## src/rtl/fft_helpers_bit_reverse_ctrl.sv

```systemverilog
// fft_helpers_bit_reverse_ctrl
//
// Streaming bit-reversal reorder controller for the FFT input path. Samples
// arrive one per handshake in natural order. Once a full frame of N_SAMPLES
// has been buffered, the frame is emitted in bit-reversed index order.
//
// Build option:
//   FFT_BITREV_PINGPONG_EN  When defined, the design uses two banks with full
//                           flags, so one frame can fill while the previous one
//                           drains (1 sample/cycle sustained). When undefined,
//                           there is a single bank and a FILL/DRAIN FSM.
//
// Parameters:
//   BIT_WIDTH  sample width in bits
//   N_SAMPLES  frame length (power of two, >= 2)
//
// Ports:
//   clk        rising-edge clock
//   reset      asynchronous, active-high; clears counters, flags and buffers
//   recv_msg   input sample, natural order
//   recv_val   recv_msg valid
//   recv_rdy   controller can accept a sample (registered state only)
//   send_msg   output sample, bit-reversed order (combinational buffer read)
//   send_val   send_msg valid (registered state only)
//   send_rdy   downstream accepts
//   send_last  high with the final sample of an output frame

module fft_helpers_bit_reverse_ctrl #(
  parameter int unsigned BIT_WIDTH = 32,
  parameter int unsigned N_SAMPLES = 8
) (
  input  logic                 clk,
  input  logic                 reset,
  input  logic [BIT_WIDTH-1:0] recv_msg,
  input  logic                 recv_val,
  output logic                 recv_rdy,
  output logic [BIT_WIDTH-1:0] send_msg,
  output logic                 send_val,
  input  logic                 send_rdy,
  output logic                 send_last
);

  localparam int unsigned IdxW = $clog2(N_SAMPLES);
  localparam logic [IdxW-1:0] LastIdx = IdxW'(N_SAMPLES - 1);

  // Mirror the index bits: bit i moves to bit IdxW-1-i.
  function automatic logic [IdxW-1:0] rev_idx(input logic [IdxW-1:0] idx);
    logic [IdxW-1:0] r;
    for (int i = 0; i < IdxW; i++) begin
      r[i] = idx[IdxW-1-i];
    end
    return r;
  endfunction

  // ---------------------------------------------------------------------------
  // Write / read counters (shared by both build variants)
  // ---------------------------------------------------------------------------
  logic [IdxW-1:0] wr_cnt_q, wr_cnt_d;
  logic [IdxW-1:0] rd_cnt_q, rd_cnt_d;
  logic            wr_fire;
  logic            rd_fire;
  logic            wr_last;
  logic            rd_last;

  assign wr_fire = recv_val & recv_rdy;
  assign rd_fire = send_val & send_rdy;
  assign wr_last = (wr_cnt_q == LastIdx);
  assign rd_last = (rd_cnt_q == LastIdx);

  // N_SAMPLES is a power of two, so the natural wrap of IdxW bits is the
  // frame-boundary wrap.
  always_comb begin
    wr_cnt_d = wr_cnt_q;
    rd_cnt_d = rd_cnt_q;
    if (wr_fire) begin
      wr_cnt_d = wr_cnt_q + IdxW'(1);
    end
    if (rd_fire) begin
      rd_cnt_d = rd_cnt_q + IdxW'(1);
    end
  end

  always_ff @(posedge clk or posedge reset) begin
    if (reset) begin
      wr_cnt_q <= '0;
      rd_cnt_q <= '0;
    end else begin
      wr_cnt_q <= wr_cnt_d;
      rd_cnt_q <= rd_cnt_d;
    end
  end

  assign send_last = send_val & rd_last;

`ifdef FFT_BITREV_PINGPONG_EN
  // ---------------------------------------------------------------------------
  // Two-bank ping-pong buffer
  // ---------------------------------------------------------------------------
  logic [BIT_WIDTH-1:0] mem_q [2][N_SAMPLES];
  logic [BIT_WIDTH-1:0] mem_d [2][N_SAMPLES];
  logic [1:0]           full_q, full_d;
  logic                 wr_bank_q, wr_bank_d;
  logic                 rd_bank_q, rd_bank_d;

  assign recv_rdy = ~full_q[wr_bank_q];
  assign send_val = full_q[rd_bank_q];
  assign send_msg = mem_q[rd_bank_q][rev_idx(rd_cnt_q)];

  // A write completion and a read completion on the same edge always target
  // different banks (the write bank is empty, the read bank is full), so the
  // two flag updates never collide.
  always_comb begin
    mem_d     = mem_q;
    full_d    = full_q;
    wr_bank_d = wr_bank_q;
    rd_bank_d = rd_bank_q;
    if (wr_fire) begin
      mem_d[wr_bank_q][wr_cnt_q] = recv_msg;
      if (wr_last) begin
        full_d[wr_bank_q] = 1'b1;
        wr_bank_d         = ~wr_bank_q;
      end
    end
    if (rd_fire && rd_last) begin
      full_d[rd_bank_q] = 1'b0;
      rd_bank_d         = ~rd_bank_q;
    end
  end

  always_ff @(posedge clk or posedge reset) begin
    if (reset) begin
      mem_q     <= '{default: '0};
      full_q    <= '0;
      wr_bank_q <= 1'b0;
      rd_bank_q <= 1'b0;
    end else begin
      mem_q     <= mem_d;
      full_q    <= full_d;
      wr_bank_q <= wr_bank_d;
      rd_bank_q <= rd_bank_d;
    end
  end

`else
  // ---------------------------------------------------------------------------
  // Single bank with FILL / DRAIN FSM
  // ---------------------------------------------------------------------------
  typedef enum logic [0:0] {
    StFill,
    StDrain
  } state_e;

  state_e               state_q, state_d;
  logic                 recv_rdy_q, recv_rdy_d;
  logic                 send_val_q, send_val_d;
  logic [BIT_WIDTH-1:0] mem_q [N_SAMPLES];
  logic [BIT_WIDTH-1:0] mem_d [N_SAMPLES];

  always_comb begin
    state_d = state_q;
    unique case (state_q)
      StFill:  if (wr_fire && wr_last) state_d = StDrain;
      StDrain: if (rd_fire && rd_last) state_d = StFill;
      default: state_d = StFill;
    endcase
    // Handshake outputs are registered copies of the next state, so they
    // never depend combinationally on recv_val or send_rdy.
    recv_rdy_d = (state_d == StFill);
    send_val_d = (state_d == StDrain);
  end

  always_ff @(posedge clk or posedge reset) begin
    if (reset) begin
      state_q    <= StFill;
      recv_rdy_q <= 1'b1;
      send_val_q <= 1'b0;
    end else begin
      state_q    <= state_d;
      recv_rdy_q <= recv_rdy_d;
      send_val_q <= send_val_d;
    end
  end

  assign recv_rdy = recv_rdy_q;
  assign send_val = send_val_q;
  assign send_msg = mem_q[rev_idx(rd_cnt_q)];

  always_comb begin
    mem_d = mem_q;
    if (wr_fire) begin
      mem_d[wr_cnt_q] = recv_msg;
    end
  end

  always_ff @(posedge clk or posedge reset) begin
    if (reset) begin
      mem_q <= '{default: '0};
    end else begin
      mem_q <= mem_d;
    end
  end
`endif

endmodule
```

## config.mk

```make
export PLATFORM = sky130hd
export DESIGN_NAME = fft_helpers_bit_reverse_ctrl
export DESIGN_NICKNAME = d
export VERILOG_FILES = /design/src/rtl/fft_helpers_bit_reverse_ctrl.sv
export SDC_FILE = /design/constraint.sdc
export NUM_CORES = 1
export LEC_CHECK = 0
export BUFFER_PORTS_ARGS = -buffer_cell sky130_fd_sc_hd__buf_4
export CAP_MARGIN = 20
export CORE_MARGIN = 3
export CORE_UTILIZATION = 60
export CTS_CLUSTER_DIAMETER = 50
export DETAILED_ROUTE_END_ITERATION = 12
export PLACE_DENSITY_LB_ADDON = 0.12
export SLEW_MARGIN = 20
export SYNTH_ARGS = -nofsm -noshare
export SYNTH_HDL_FRONTEND = slang
export SYNTH_SLANG_ARGS = --single-unit
```

## constraint.sdc

```tcl
create_clock -name clk -period 12.21 [get_ports clk]
set_clock_uncertainty 0.15 [all_clocks]
set_input_delay 1.8315 -clock clk [delete_from_list [all_inputs] [get_ports clk]]
set_output_delay 1.8315 -clock clk [all_outputs]
set_load 0.03 [all_outputs]
```

==> results by group, run 1 <==
Clock tree
  – CTS tree: built
  – Clock sink count: 264
  – Clk_lat worst skew: 0.54 ns
  – H-tree Lvls: 1
  – Clk slew on worst S/H paths: 0.06 ns
  – Cts repair resizes: 0
  – Setup bufs post-CTS: 0
  – Hold buffer count at CTS: 0
  – CTS Root Cell: clkbuf_16
  – Num CTS Buffers: 29
  – Longest Clk Path Bufs: 3

Cells and area
  – Layout area overhead: 13.93%
  – Most common cell after layout, fill and taps aside: mux2_2
  – Most frequent cells in the layout: mux2_2 (285), dfrtp_1 (260), buf_4 (80), mux4_2 (64), clkbuf_16 (29)
  – Nets@finish: 798
  – N_diodes: 0
  – Layout cells sized above 1: 63.92%

Place
  – Hpwl dp: 13,980 um
  – GPL Wtd Cong: 0.7234
  – Port bufs: 70
  – DP Worst Slack: 7.696 ns

Timing
  – Setup violators final: 0
  – Fin Setup TNS: 0 ns
  – RSZ-0062 raised after global routing: false
  – Period minus WS final: 5.057 ns
  – Pins Over Slew Limit: 0
  – Hold Violations, Final: 0
  – Fin worst setup slack: 7.153 ns
  – Highest clock rate: 197.7 MHz
  – Tcrit/Tclk final: 41.42%
  – Slew @ Worst Pin: 1.120 ns
  – Rel. slew slack: 25.30%

Route
  – Antenna-violating nets left: 0
  – Starting DRT DRC Count: 288
  – Routed len/inst: 22.93 um
  – Initial DRT Pass Iterations: 4
  – Detailed Route WL: 23,760 um
  – DRC viols: 0
  – Via/cell ratio: 6.101
  – Vias: 6,321

GRT
  – Pin count of the biggest net entering global routing: 129
  – Initial antenna violation count: 0
  – GR Overflow Total: 0
  – First-pass GRT wire length: 39,300 um
  – Vias in the first global route: 7,168
  – GR Util All Layers: 22.94%

Pwr
  – P per Cell Area: 313.3 nW/um2
  – Leakage: 5.819 nW
  – VDD IR max: 221.8 uV
  – Clk pwr share: 20.0%
  – Internal: 2.826 mW
  – Switching Fraction: 33.02%
  – Sw Pwr: 1.394 mW
  – Sequential share of power: 37.9%
  – Combinational Power Share: 42.1%

Floorplanning
  – Num rows: 50
  – Initial Util: 62.15%
  – I/O pin cnt: 71
  – Core Region: 19,020 um2
  – Die W: 146.4 um
  – Total die area: 21,420 um2
  – Die Y: 146.4 um

Logic synthesis
  – Count of cell types in the netlist: 22
  – Post-synthesis cell area: 11,820 um2
  – Sequential element share of the synthesized area: 55.90%
  – Primary FF master, synth: dfrtp_1
  – Mapped Nets: 731
  – Yosys top cell area share: 55.68%
  – Flop and latch count out of synthesis: 264
  – Avg Inst Size Synth: 17.11 um2
  – Post-synthesis async set-or-reset flop share: 100.0%
  – Syn. warnings: 0
  – Mapped Cells: 691
  – Post-synth EDFFs: 0
  – Dominant cells by area after synthesis: dfrtp_1 (56%), mux2_2 (27%), mux4_2 (12%), buf_2 (1.2%), mux2_4 (0.89%)
  – Post-synth top area cell: dfrtp_1

Setup path
  – Worst setup EP type: output pin
  – Flop2flop setup slack: 9.71 ns
  – CP Data Arrival Time: 3.08 ns
  – Critical path required time: 10.23 ns
  – Critical path class: reg -> out
  – CP Launch Type: flip-flop
  – Worst Path Max Fanout: 39

Status
  – Outcome: completed

Min path
  – Hold Path Class: reg -> reg

Run
  – Max-cap violations: 0
## synthesized netlist by cell type, types with 2 or more instances
cell type / instances
mux2_2: 285
mux2_4: 7
buf_6: 6
or3_1: 2
ha_1: 4
nand2_1: 5
nand2b_1: 2
dfrtp_1: 263
buf_2: 29
buf_4: 4
mux4_2: 64
clkbuf_1: 4
nor2_1: 6
inv_1: 2
## per-layer routing
layer  track usage (%)  vias up  part of all wire (%)
li1                  -     2720                     -
met1             31.81     3463                    44
met2             39.29      110                    51
met3             3.600       28                   3.5
met4             4.563        0                   1.3
met5                 0        -                     0
## critical path: stages (launching register included)
cell and delay, ns:
dfrtp_4 0.76, buf_4 0.66, mux4_2 0.62, mux2_2 0.30, buf_4 0.17
## stage by stage
step	instances	cell area (um2)	hold WS, ns	total power, mW	util, %
floorplan	691	11820	0.3244	2.888	-
global placement	987	12540	0.3333	3.296	65.92
detailed placement	987	12540	0.3389	3.396	65.92
CTS	1036	13470	0.3530	4.263	70.81
global route	1036	13470	0.3594	4.446	70.81
finish	1036	13470	0.3501	4.220	70.81
## layout make-up
class / instances / area, um2
Sequential cell: 264 / 6616
Fill cell: 1211 / 5552
Multi-Input combinational cell: 381 / 4980
Clock buffer: 40 / 827.0
Timing Repair Buffer: 80 / 600.6
Tap cell: 260 / 325.3
Clock inverter: 9 / 102.6
Inverter: 2 / 15.01
## registers in the layout (all words and copies together), names as in the netlist
name      flops
send_val      1
rd_cnt_q      3
mem_q       256
wr_cnt_q      3
recv_rdy      1
## power groups by stage
stage	Sequential (mW)	Clock (mW)	Combinational, mW
final	1.60	0.843	1.78
after global routing	1.66	0.896	1.89
after CTS	1.60	0.861	1.80
after detailed placement	1.61	0	1.79
after global placement	1.57	0	1.72
after floorplan	1.47	0	1.42
## final timing paths
path | startpoint | to | cells after the start
min in group asynchronous | reset | mem_q[177] | 2
min | mem_q[68] | mem_q[68] | 1
max in group asynchronous | reset | mem_q[169] | 3
max | rd_cnt_q[0] | send_msg[14] | 4
max reg2reg | recv_rdy | mem_q[202] | 3
min reg2reg | mem_q[68] | mem_q[68] | 1
## kinds of logic (layout without fill, tap and decap cells)
group | after synthesis | count (layout) | share of synthesized area [%]
xor+xnor | 1 | 1 | 0.07411
buf+inv | 46 | 131 | 2.371
fa+ha+maj | 4 | 4 | 0.4234
flops | 264 | 264 | 55.90
mux | 356 | 356 | 40.23
compound gates | 2 | 2 | 0.1271
simple gates | 18 | 18 | 0.8680
(Power assumes the default switching activity.)
==> run 2, diff against run 1 <==
- ABC_AREA: not set -> 1
- clock period: 12.21 -> 4.85 ns (I/O delays scaled with it)
==> run 2 against run 1 <==
Net effect:
- first-iteration DRC count grew to 2.8 times the previous value
- sequential share of layout area down 3.6 points
- clock-buffer cell count increased by 4
- core utilization down 0.41 points
- highest routed layer unchanged
- setup slack lost 6.1 ns
- via count is 70% higher
- wire length increased by 27%
- die area rose by 8.4%
==> results by group, run 2 <==
Status
  – Outcome: completed

Setup path
  – CP Data Arrival Time: 2.91 ns
  – Delay of the slowest critical-path stage: 0.62 ns
  – Worst r2r src: recv_rdy
  – RR Endpoint: mem_q[64]
  – CP Launch Type: flip-flop
  – Most frequent CP cell: nand2_1
  – Critical path, cell by cell: buf_4 -> buf_4 -> nand2_1 -> nand3_1 -> nand2_1 -> nand2_1 -> nand2_1 -> buf_4
  – Crit path from: rd_cnt_q[2]
  – R2r worst-path depth: 6
  – Worst Path Max Fanout: 54
  – Flop2flop setup slack: 2.59 ns
  – Worst setup EP type: output pin
  – Worst Setup EP: send_msg[25]
  – CP max-delay cell: dfrtp_4
  – Critical path class: reg -> out
  – Critical path required time: 3.97 ns

Floorplanning
  – Initial Util: 62.31%
  – Total die area: 23,210 um2
  – Die W: 152.4 um
  – Num rows: 52
  – I/O pin cnt: 71
  – Die Y: 152.4 um
  – Core Region: 20,620 um2

Logic synthesis
  – Mux cell area share after synthesis: 0%
  – Mapped Cells: 1,751
  – Synth Area in Compound Gates: 10.16%
  – Dominant cells by area after synthesis: dfrtp_1 (51%), nand2_1 (20%), o21ai_0 (9.9%), inv_1 (8.7%), nand3_1 (5.0%)
  – Post-synthesis async set-or-reset flop share: 100.0%
  – Count leader, synth: nand2_1
  – Count of cell types in the netlist: 18
  – Largest family of logic cells by synthesized area: simple AND/OR/NAND/NOR gates
  – Top post-synthesis cells by count: nand2_1 (676), inv_1 (299), dfrtp_1 (263)
  – Simple-gate share of the synthesized area: 25.58%
  – Avg Inst Size Synth: 7.340 um2
  – Yosys top cell area share: 51.21%
  – Syn. warnings: 0
  – Post-synth top area cell: dfrtp_1
  – Primary FF master, synth: dfrtp_1
  – Post-synthesis xor/xnor area fraction: 0.1363%
  – Post-synth EDFFs: 0
  – Synth Area in Adders: 0.3894%
  – Sequential element share of the synthesized area: 51.41%
  – Flop and latch count out of synthesis: 264
  – Mapped Nets: 1,791
  – Post-synthesis cell area: 12,850 um2

Clock tree
  – Longest Clk Path Bufs: 3
  – Clk slew on worst S/H paths: 0.05 ns
  – Clk_lat worst skew: 0.50 ns
  – CTS Root Cell: clkbuf_16
  – Hold buffer count at CTS: 0
  – Num CTS Buffers: 34
  – Setup bufs post-CTS: 0
  – H-tree Lvls: 2
  – CTS tree: built
  – Cts repair resizes: 0
  – Clock sink count: 264

Timing
  – Slew @ Worst Pin: 1.028 ns
  – Period minus WS final: 3.792 ns
  – Setup violators final: 0
  – Pins Over Slew Limit: 0
  – Rel. slew slack: 31.44%
  – Fin Setup TNS: 0 ns
  – Hold Violations, Final: 0
  – RSZ-0062 raised after global routing: false
  – Highest clock rate: 263.7 MHz
  – Fin worst setup slack: 1.058 ns
  – Tcrit/Tclk final: 78.18%

Place
  – Hpwl dp: 16,130 um
  – GPL Wtd Cong: 0.7688
  – Port bufs: 70
  – DP Worst Slack: 1.621 ns

GRT
  – GR Util All Layers: 26.39%
  – First-pass GRT wire length: 51,200 um
  – GR Overflow Total: 0
  – Vias in the first global route: 10,515
  – Pin count of the biggest net entering global routing: 158
  – Initial antenna violation count: 0

Cells and area
  – Most common cell after layout, fill and taps aside: nand2_1
  – Biggest regs: mem_q: 256 flops, rd_cnt_q: 3 flops, wr_cnt_q: 3 flops
  – Fillers: 1,665
  – Layout area overhead: 12.98%
  – Largest reg by FF count: mem_q
  – N_diodes: 0
  – Layout cells sized above 1: 8.879%
  – Largest register FFs: 256
  – Most frequent cells in the layout: nand2_1 (676), inv_1 (296), dfrtp_1 (261), o21ai_0 (254), nand3_1 (129)
  – Nets@finish: 1,818

Min path
  – Hold Path Class: in -> async

Route
  – Via/cell ratio: 5.193
  – DRC viols: 0
  – Antenna-violating nets left: 0
  – Starting DRT DRC Count: 816
  – Initial DRT Pass Iterations: 5
  – Vias: 10,760
  – Detailed Route WL: 30,160 um
  – Routed len/inst: 14.56 um

Pwr
  – VDD IR max: 525.0 uV
  – P per Cell Area: 757.6 nW/um2
  – Leakage: 7.947 nW

Run
  – Max-cap violations: 0
==> run 2: cell count changes in the layout (fill, tap and decap cells not counted), sizes merged, moves of 5 or more <==
cell and change:
nand2 +680, inv +299, mux2 -292, o21ai +257
nand3 +128, mux4 -64, buf +8, clkinv +5
==> run 2: how the worst min path moves through the flow <==
stage | endpoint | cells past startpoint | slack (ns) | startpoint
after detailed placement | mem_q[35] | 2 | 0.32 | mem_q[35]
after floorplan | mem_q[0] | 2 | 0.30 | mem_q[0]
final | mem_q[62] | 3 | 0.21 | reset
after global placement | mem_q[131] | 2 | 0.32 | mem_q[131]
after global routing | mem_q[210] | 2 | 0.35 | mem_q[210]
after CTS | wr_cnt_q[1] | 3 | 0.33 | reset
==> run 2: metal layers <==
layer  share of wire [%]  vias to the layer above  wire length [um]  global-route usage (%)
li1                    -                     5370                 -                       -
met1                  44                     5034             13200                   34.90
met2                  48                      308             14620                   45.39
met3                 5.8                       48              1762                   4.033
met4                 1.9                        0               583                   7.962
met5                   0                        -                 0                       0
==> run 2: where the power goes <==
group	switching (mW)	internal [mW]	leakage (nW)	total, mW
Clock	0.953	1.45	0.540	2.41
Sequential	0.575	3.25	3.37	3.82
Combinational	3.11	1.66	4.03	4.77
==> run 2: cell type report <==
cell class,count,area (um2),area share (%)
Multi-Input combinational cell,1090,4662,32.11
Clock inverter,16,140.1,0.9651
Tap cell,270,337.8,2.327
Timing Repair Buffer,88,685.7,4.722
Inverter,300,1132,7.798
Sequential cell,264,6613,45.54
Clock buffer,44,949.7,6.540
==> run 2: cell families after synthesis <==
group,count (synthesis)
AOI/OAI and AO/OA,261
xor gates and xnor gates,2
adders and majority gates,4
buffers and inverters,397
DFF,264
and+or+nand+nor,823
==> run 2: worst max-delay path: cells and delay by family, from the launching register on <==
kind,cells,cell delay [ns]
buffers and inverters,3,1.32
flip-flops,1,0.62
AND/OR/NAND/NOR,5,0.44
==> run 2: metrics by stage <==
| stage | power, mW | cells | hold slack (ns) | area [um2] | util [%] |
|---|---|---|---|---|---|
| after global routing | 11.95 | 2072 | 0.3542 | 14520 | 70.40 |
| after floorplan | 7.287 | 1751 | 0.3030 | 12860 | - |
| after CTS | 11.06 | 2072 | 0.3277 | 14520 | 70.40 |
| after global placement | 8.437 | 2012 | 0.3150 | 13430 | 65.12 |
| after detailed placement | 8.585 | 2012 | 0.3223 | 13430 | 65.12 |
| final | 11.00 | 2072 | 0.2143 | 14520 | 70.40 |
==> run 3, diff against run 2 <==
- clock period: 4.85 -> 3.95 ns (I/O delays scaled with it)
==> run 3 against run 2 <==
Net effect:
- sequential power increased by 23%
- register-to-register slack worse by 1.1 ns
- die area unchanged
- sequential cell count unchanged
- critical path depth unchanged
- critical path type unchanged
- global-route usage increased by 0.24 points
==> results by group, run 3 (synthesized netlist as in run 2, its figures left out) <==
GRT
  – GR Util All Layers: 26.62%
  – Pin count of the biggest net entering global routing: 66
  – Met2 usage: 45.32%
  – Initial antenna violation count: 0
  – First-pass GRT wire length: 52,030 um
  – GRT busiest layer: met2
  – GR met1 Demand/Resource: 36.31%
  – GR Overflow Total: 0
  – Vias in the first global route: 10,535
  – Grt met3 use: 3.579%

Setup path
  – Worst setup EP type: output pin
  – Critical path class: reg -> out
  – Most frequent CP cell: nand2_1
  – Critical path, cell by cell: inv_4 -> buf_4 -> nand2_1 -> nand3_1 -> nand2_1 -> nand2_1 -> nand2_1 -> buf_4
  – Worst Path Max Fanout: 52
  – Delay of the slowest critical-path stage: 0.65 ns
  – CP Launch Type: flip-flop
  – Critical path required time: 3.21 ns
  – Crit-path leading delay family: buffers and inverters
  – Worst Path Buf+Inv: 3
  – CP max-delay cell: dfrtp_4
  – CP Data Arrival Time: 2.81 ns

Floorplanning
  – Total die area: 23,210 um2
  – Initial Util: 62.31%
  – Die Y: 152.4 um
  – Die W: 152.4 um
  – Core Region: 20,620 um2
  – I/O pin cnt: 71
  – Num rows: 52

Pwr
  – VDD IR max: 588.6 uV
  – Sw Pwr: 5.684 mW
  – Leakage: 7.964 nW
  – Internal: 7.741 mW
  – Combinational Power Share: 43.7%
  – Clk pwr share: 21.2%
  – Overall power: 13.42 mW
  – Sequential share of power: 35.1%
  – P per Cell Area: 923.5 nW/um2
  – Switching Fraction: 42.34%

Route
  – DRC viols: 0
  – Vias: 10,743
  – Detailed Route WL: 30,450 um
  – Starting DRT DRC Count: 884
  – Antenna-violating nets left: 0
  – Routed len/inst: 14.65 um
  – Initial DRT Pass Iterations: 5
  – Via/cell ratio: 5.170

Cells and area
  – Largest register FFs: 256
  – Nets@finish: 1,823
  – Register area: 6613 um2
  – Final cell count without fillers: 2,078
  – Most frequent cells in the layout: nand2_1 (676), inv_1 (296), dfrtp_1 (261), o21ai_0 (254), nand3_1 (129)
  – Layout cells sized above 1: 9.126%
  – N_diodes: 0
  – Multi-input gate area: 4662 um2
  – Final core utilization: 70.49%
  – Fillers: 1,746
  – Layout area overhead: 13.11%
  – Most common cell after layout, fill and taps aside: nand2_1
  – Largest reg by FF count: mem_q
  – Biggest regs: mem_q: 256 flops, rd_cnt_q: 3 flops, wr_cnt_q: 3 flops

Status
  – Outcome: completed

Timing
  – Slew @ Worst Pin: 1.002 ns
  – Highest clock rate: 281.4 MHz
  – Setup violators final: 0
  – Pins Over Slew Limit: 0
  – Hold WS: 0.2298 ns
  – Period minus WS final: 3.553 ns
  – RSZ-0062 raised after global routing: false
  – Hold Violations, Final: 0
  – Tcrit/Tclk final: 89.96%
  – Rel. slew slack: 32.97%

Clock tree
  – Setup bufs post-CTS: 0
  – H-tree Lvls: 1
  – CTS tree: built
  – Num CTS Buffers: 31
  – Clk_lat worst skew: 0.56 ns
  – Longest Clk Path Bufs: 3
  – CTS Root Cell: clkbuf_16
  – Clk slew on worst S/H paths: 0.06 ns
  – Cts repair resizes: 0
  – Clock sink count: 264

Place
  – Placed cell count: 2,019
  – Port bufs: 70
  – Hpwl dp: 17,130 um
  – GPL Wtd Cong: 0.7712

Min path
  – Hold Path Class: in -> reg

Run
  – Max-cap violations: 0
[run 3: power by group through the flow]
stage          clock, mW  sequential [mW]  combinational [mW]
2_1_floorplan          0             4.54                4.40
3_3_place_gp           0             4.68                5.73
3_5_place_dp           0             4.73                5.86
4_1_cts             2.89             4.70                5.92
5_1_grt             3.00             4.88                6.73
6_report            2.84             4.71                5.87
[run 3: worst register-to-register path: stages, from the launching register on]
cell	delay (ns)
dfstp_2	0.55
nand2_2	0.13
nor2_4	0.18
nand2_2	0.59
buf_4	0.49
nand2_1	0.08
o21ai_0	0.09
[run 3: cell type report]
type / count / share of cell area [%]
multi-input cells: 1090 / 32.07
clock buffers: 42 / 6.033
well taps: 270 / 2.324
inverters: 300 / 7.789
repair buffers: 96 / 5.233
clock inverters: 16 / 1.067
flip-flops and latches: 264 / 45.49
[run 3: worst paths after layout]
kind                            slack (ns)  depth (start not counted)        start            to
worst max-delay path                  0.40                          8  rd_cnt_q[2]  send_msg[19]
worst min-delay path                  0.23                          4     recv_val      recv_rdy
worst max register to register        1.51                          6     recv_rdy     mem_q[91]
worst min register to register        0.33                          2   mem_q[135]    mem_q[135]
max in group asynchronous             2.32                          4        reset      recv_rdy
min in group asynchronous             0.50                          3        reset   wr_cnt_q[2]
[run 3: what timing repair did]
action                     CTS  global route
hold endpoints to repair    18             0
setup endpoints to repair    0             0
hold buffers                 1             0
[run 3: layer usage]
metal / vias to the layer above / wire (um)
met4: 0 / 645
met1: 5041 / 13540
met3: 51 / 1720
met2: 286 / 14540
met5: - / 0
li1: 5365 / -
[run 3: metrics by stage]
step                setup TNS [ns]  area, um2  worst slack [ns]
global route                     0      14540            0.2495
floorplan                   -72.38      12860           -0.2752
global placement                 0      13500             1.082
CTS                              0      14540            0.4120
finish                           0      14540            0.3967
detailed placement               0      13500             1.051
